$ cat config.mk
export PLATFORM = sky130hd
export DESIGN_NAME = control_capa_fisica
export DESIGN_NICKNAME = d
export VERILOG_FILES = /design/src/rtl/control_capa_fisica.sv
export SDC_FILE = /design/constraint.sdc
export NUM_CORES = 1
export LEC_CHECK = 0
export CAP_MARGIN = 30
export CORE_MARGIN = 2
export CORE_UTILIZATION = 31
export DETAILED_ROUTE_END_ITERATION = 8
export GPL_TIMING_DRIVEN = 0
export PLACE_DENSITY = 0.64
export SLEW_MARGIN = 20
export SYNTH_ARGS = -nofsm -noshare
export SYNTH_HDL_FRONTEND = slang
export SYNTH_SLANG_ARGS = --single-unit
$ cat constraint.sdc
create_clock -name sd_clock -period 4.08 [get_ports sd_clock]
set_input_delay 0.816 -clock sd_clock [delete_from_list [all_inputs] [get_ports sd_clock]]
set_output_delay 0.816 -clock sd_clock [all_outputs]
set_load 0.01 [all_outputs]
$ cat src/rtl/control_capa_fisica.sv
// rtl/control_capa_fisica.sv - CMD-line physical-layer controller for an SD host
//
// Sequences one command/response exchange on the SD CMD pad. It loads and
// enables the parallel-to-serial wrapper to send a command. It then turns the
// pad around and enables the serial-to-parallel wrapper to collect the
// response, or declares a timeout. Finally it hands the result to the upper
// layer and holds it until the upper layer acknowledges it.
//
// Ports:
//   sd_clock               sole clock, rising edge
//   reset                  asynchronous active-low reset
//   strobe_in              command request from the upper layer (sampled in IDLE only)
//   ack_in                 upper layer consumed the response (sampled in SEND_RESPONSE only)
//   idle_in                abort / hold idle, wins over everything except reset
//   no_response            current command expects no response
//   pad_response[135:0]    deserialized response from the serial-to-parallel wrapper
//   reception_complete     serial-to-parallel wrapper finished a response
//   transmission_complete  parallel-to-serial wrapper finished the command
//   ack_out                one-cycle command-accepted pulse
//   strobe_out             response or timeout available
//   response[135:0]        latched response (zero on timeout or no-response)
//   command_timeout        no response within TIMEOUT_CYCLES
//   load_send              one-cycle load pulse to the parallel-to-serial wrapper
//   enable_pts_wrapper     parallel-to-serial wrapper enable
//   enable_stp_wrapper     serial-to-parallel wrapper enable
//   pad_state              CMD pad direction, 1 = drive, 0 = receive
//   pad_enable             CMD pad buffer enable
//   reset_wrapper          active-high reset to both wrappers

module control_capa_fisica #(
    parameter int TIMEOUT_CYCLES = 64
) (
    input  logic         sd_clock,
    input  logic         reset,
    input  logic         strobe_in,
    input  logic         ack_in,
    input  logic         idle_in,
    input  logic         no_response,
    input  logic [135:0] pad_response,
    input  logic         reception_complete,
    input  logic         transmission_complete,
    output logic         ack_out,
    output logic         strobe_out,
    output logic [135:0] response,
    output logic         command_timeout,
    output logic         load_send,
    output logic         enable_pts_wrapper,
    output logic         enable_stp_wrapper,
    output logic         pad_state,
    output logic         pad_enable,
    output logic         reset_wrapper
);

    localparam logic [1:0] IDLE          = 2'd0;
    localparam logic [1:0] SEND_COMMAND  = 2'd1;
    localparam logic [1:0] WAIT_RESPONSE = 2'd2;
    localparam logic [1:0] SEND_RESPONSE = 2'd3;

    // One spare bit so TIMEOUT_CYCLES-1 always fits, even for powers of two.
    localparam int              CW        = $clog2(TIMEOUT_CYCLES) + 1;
    localparam logic [CW-1:0]   WAIT_LAST = CW'(TIMEOUT_CYCLES - 1);

    logic [1:0]    state;
    logic [CW-1:0] counter;

    // Every output is a register written with the value it must hold in the
    // state being entered, so outputs line up with the state they describe.
    always_ff @(posedge sd_clock or negedge reset) begin
        if (!reset) begin
            state              <= IDLE;
            counter            <= '0;
            response           <= '0;
            ack_out            <= 1'b0;
            load_send          <= 1'b0;
            strobe_out         <= 1'b0;
            command_timeout    <= 1'b0;
            enable_pts_wrapper <= 1'b0;
            enable_stp_wrapper <= 1'b0;
            pad_state          <= 1'b0;
            pad_enable         <= 1'b0;
            reset_wrapper      <= 1'b1;
        end else begin
            // Accept pulses last exactly one cycle.
            ack_out   <= 1'b0;
            load_send <= 1'b0;

            if (idle_in) begin
                // Abort: response is deliberately left untouched.
                state              <= IDLE;
                counter            <= '0;
                strobe_out         <= 1'b0;
                command_timeout    <= 1'b0;
                enable_pts_wrapper <= 1'b0;
                enable_stp_wrapper <= 1'b0;
                pad_state          <= 1'b0;
                pad_enable         <= 1'b0;
                reset_wrapper      <= 1'b1;
            end else begin
                case (state)
                    IDLE: begin
                        if (strobe_in) begin
                            state              <= SEND_COMMAND;
                            ack_out            <= 1'b1;
                            load_send          <= 1'b1;
                            enable_pts_wrapper <= 1'b1;
                            pad_enable         <= 1'b1;
                            pad_state          <= 1'b1;
                            reset_wrapper      <= 1'b0;
                        end
                    end
                    SEND_COMMAND: begin
                        if (transmission_complete) begin
                            enable_pts_wrapper <= 1'b0;
                            pad_state          <= 1'b0;
                            counter            <= '0;
                            if (no_response) begin
                                state           <= SEND_RESPONSE;
                                response        <= '0;
                                command_timeout <= 1'b0;
                                strobe_out      <= 1'b1;
                                pad_enable      <= 1'b0;
                            end else begin
                                state              <= WAIT_RESPONSE;
                                enable_stp_wrapper <= 1'b1;
                            end
                        end
                    end
                    WAIT_RESPONSE: begin
                        // Reception is tested first so it wins a tie with the timeout.
                        if (reception_complete || counter == WAIT_LAST) begin
                            state              <= SEND_RESPONSE;
                            counter            <= '0;
                            strobe_out         <= 1'b1;
                            enable_stp_wrapper <= 1'b0;
                            pad_enable         <= 1'b0;
                            response           <= reception_complete ? pad_response : '0;
                            command_timeout    <= !reception_complete;
                        end else begin
                            counter <= counter + 1'b1;
                        end
                    end
                    default: begin
                        if (ack_in) begin
                            state           <= IDLE;
                            strobe_out      <= 1'b0;
                            command_timeout <= 1'b0;
                            reset_wrapper   <= 1'b1;
                        end
                    end
                endcase
            end
        end
    end

endmodule

==> run summary <==
Summing internal, switching and leakage power gives 7400 uW. The mean instance size in the synthesized netlist is 9.34 sq um. Of the total synthesized cell area, the portion taken by XOR and XNOR cells is 0. During I/O placement, the number of pins put on the boundary was 289. The final total negative setup slack came out at 0 ps. The compound-gate portion of the synthesized area is 0.317. Once layout is complete, the utilization of the core stands at 0.467. The share of the cycle needed by the critical path after routing came out at 0.624. The number of detailed-route iterations in the first pass is 5. For this block, the initial DRC count from the detailed router was 578. The top-area cell type share of the netlist area is 0.463. The number of hold violations in the final report was 0. The number of vias after detailed routing is 8111. The share of synthesized registers carrying an async set or reset is 1.00. TritonCTS built the clock tree. During placement, the flow inserted port buffers numbering 287. The max-slew violation total from the final report is 0. For this design the static power due to leakage is 0.00485 uW. The H-tree level count came out at 4. The number of nets handed over by synthesis was 1023. Yosys mapped the design onto 43 distinct sky130hd cell types. The class of the worst hold path is input pin to asynchronous set/reset pin. The flow ran to the end, and the final reports show no timing, DRC or antenna violations. Row generation in the floorplan step produced 59 rows. The die span in y came out at 166 um. The TritonCTS buffer count came out at 17.

sky130_fd_sc_hd__dfrtp_1 takes more of the synthesized area than any other cell. For flop-to-flop paths, the worst setup slack is 1670 ps. The number of global-route vias before repair is 7790. The synthesized-area fraction occupied by adder cells is 0.00767. The floorplan step defined a core boundary enclosing 26000 sq um. In the final design database the tool counted 1331 nets. The clock period minus worst slack is 2540 ps.

The portion of netlist area occupied by mux cells is 0.00491. The initial antenna violation count is 2. The first global-routing pass estimated 44000 um of wire. Measured against its own limit, the worst slew margin works out to 0.409. Setup repair after global routing left no endpoint under its margin.

The sequential-to-total area share from yosys stat came out at 0.466. The count of nets left with antenna violations once routing finished came out at 0. The global placer's final weighted congestion is 0.848.

The detail-routed net length per standard cell is 18.5 um. The largest buffer count on any clock path came out at 2. The die covers 27600 sq um. In this run the post-CTS setup repair buffer count came out at 0.

The total grt overflow is 0. After synthesis, the largest family of logic cells by area is compound AO/OA/AOI/OAI gates. Once layout is done, the placed cells without fillers occupy 12100 sq um. The number of gates resized after CTS was 0. The post-synthesis instance total is 874. The biggest fanout along the worst timing path is 10. Ranked by total cell area, the synthesized netlist is headed by sky130_fd_sc_hd__dfrtp_1 (46%), sky130_fd_sc_hd__a22o_1 (15%), sky130_fd_sc_hd__o32ai_1 (15%), sky130_fd_sc_hd__nand2_1 (6.7%), sky130_fd_sc_hd__inv_2 (4.5%). The worst setup path is of the input pin to flip-flop kind. The synthesized area came out at 8160 sq um. The clock latency of the later-clocked register in the worst-skew pair is 420 ps. The most common flop cell mapped by yosys is sky130_fd_sc_hd__dfrtp_1.

The reported max-cap violation count is 0. The total power density per cell area is 611 nW/um^2. The placed standard-cell area is 11500 sq um. The number of clock sinks is 152. The count of yosys warnings during synthesis came out at 0. Counting flops with a built-in enable in the synthesized netlist gives 0. The x dimension of the die is 166 um.

The post-placement setup slack is 1050 ps. The worst setup path is launched from an input pin. The overall routing resource usage is 0.198. Relative to the synthesized area, the layout overhead comes to 48.5%. The clock-pin slew of the registers on the worst-case setup and hold paths came out at 70 ps. The library cell used as clock root buffer is sky130_fd_sc_hd__clkbuf_16. The share of post-route cells with drive strength above 1 came out at 0.141. The data required time at the worst endpoint came out at 4440 ps.

Counting flops and latches in the post-synthesis netlist gives 152. The synthesized-area fraction occupied by and/or/nand/nor cells came out at 0.0880. The worst clock skew on the final layout is 10.7 ps. The timing-limited maximum frequency is 393 MHz.

The logic depth of the worst register-to-register path came out at 8. By count the netlist is led by sky130_fd_sc_hd__dfrtp_1 (151), sky130_fd_sc_hd__nand2_1 (145), sky130_fd_sc_hd__a22o_1 (136), sky130_fd_sc_hd__o32ai_1 (136), sky130_fd_sc_hd__inv_2 (98). The sort of element at the end of the critical path is a flip-flop.

The initial utilization of the core area, before any placement, comes to 0.314. The most common cell in the synthesized netlist is sky130_fd_sc_hd__dfrtp_1. Entering global routing, the biggest net connects 87 pins.

The peak supply drop came out at 261 uV. At the pin with the least slew margin, the transition time is 886 ps. The overall routed net length is 28400 um. Setup violations remaining at the end of the flow were counted as 0.

The worst setup margin came out at 1540 ps. After detailed routing, the number of remaining DRC violations is 0. The data arrival time of the critical path is 2910 ps. The detailed placer's ending HPWL is 19800 um. Dividing the detail-routed via count by the number of cells gives 5.30.

After clock tree synthesis, the flow added hold-fix buffers numbering 0.
## area by class of cell
cell class,instances,area (sq um)
Buffer,95,417
Clock inverter,12,166
Inverter,142,533
Tap cell,335,419
Clock buffer,20,457
Timing Repair Buffer,289,2920
Multi-Input combinational cell,485,3410
Sequential cell,152,3800
Antenna cell,1,2.50
Fill cell,2509,13900
## layout by cell type (no fill, tap or decap), types with 3 or more instances in the layout
cell type / Yosys / final
sky130_fd_sc_hd__nand2b_1: 5 / 5
sky130_fd_sc_hd__bufinv_16: 0 / 3
sky130_fd_sc_hd__dfrtp_1: 151 / 151
sky130_fd_sc_hd__a21oi_1: 8 / 8
sky130_fd_sc_hd__buf_4: 3 / 3
sky130_fd_sc_hd__clkdlybuf4s50_1: 0 / 286
sky130_fd_sc_hd__buf_6: 2 / 3
sky130_fd_sc_hd__ha_1: 5 / 5
sky130_fd_sc_hd__a22o_1: 136 / 136
sky130_fd_sc_hd__buf_2: 27 / 27
sky130_fd_sc_hd__clkbuf_16: 0 / 17
sky130_fd_sc_hd__and3_1: 3 / 3
sky130_fd_sc_hd__inv_1: 44 / 44
sky130_fd_sc_hd__clkinvlp_4: 0 / 4
sky130_fd_sc_hd__clkbuf_1: 62 / 63
sky130_fd_sc_hd__nor2_1: 6 / 6
sky130_fd_sc_hd__o21ai_1: 9 / 9
sky130_fd_sc_hd__o32ai_1: 136 / 136
sky130_fd_sc_hd__nand2_1: 145 / 145
sky130_fd_sc_hd__inv_2: 98 / 98
## layer usage
layer / vias up / wire, um / global-route usage
met1: 3954 / 12700 / 0.274
met5: - / 13 / 0
met2: 316 / 13000 / 0.306
met3: 37 / 2080 / 0.0524
li1: 3802 / - / -
met4: 2 / 553 / 0.0577
## cells by family after synthesis
group                    Yosys count
AO/OA/AOI/OAI                    304
buffers and inverters            237
AND/OR/NAND/NOR                  173
flip-flops                       152
adder cells (fa/ha/maj)            5
multiplexers                       3
## registers in the layout, summed over array words and instances (netlist names)
| register | flops |
|---|---|
| strobe_out | 1 |
| state | 2 |
| counter | 7 |
| pad_state | 1 |
| enable_stp_wrapper | 1 |
| pad_enable | 1 |
| response | 136 |
| reset_wrapper | 1 |
| load_send | 1 |
| command_timeout | 1 |
## path summary, 6_finish.rpt
path                                        startpoint                        end
worst min register to register  counter[6]$_DFFE_PN0P_     counter[6]$_DFFE_PN0P_
min in group sd_clock           counter[6]$_DFFE_PN0P_     counter[6]$_DFFE_PN0P_
max in group asynchronous                        reset   response[29]$_DFFE_PN0P_
worst max-delay path                reception_complete  response[127]$_DFFE_PN0P_
worst max register to register    state[0]$_DFFE_PN0P_   response[58]$_DFFE_PN0P_
worst min-delay path                             reset   response[59]$_DFFE_PN0P_
## metrics by stage
| step | cells | hold WS [ps] |
|---|---|---|
| after floorplan | 874 | 450 |
| after global placement | 1496 | 464 |
| after detailed placement | 1498 | 469 |
| after CTS | 1530 | 351 |
| after global routing | 1531 | 366 |
| final | 1531 | 350 |
## worst max-delay path, cell delays in order
cell and delay, ps:
sky130_fd_sc_hd__clkdlybuf4s50_1 490, sky130_fd_sc_hd__buf_2 320, sky130_fd_sc_hd__buf_2 430, sky130_fd_sc_hd__clkbuf_1 410, sky130_fd_sc_hd__nand2_1 120, sky130_fd_sc_hd__o32ai_1 150
sky130_fd_sc_hd__a22o_1 160
## power breakdown
part / internal, uW / total [uW] / switching [uW]
registers: 1950 / 2390 / 440
clock network: 1010 / 1700 / 696
logic: 1660 / 3310 / 1650
Note: power is estimated with default switching activity, not from simulation.
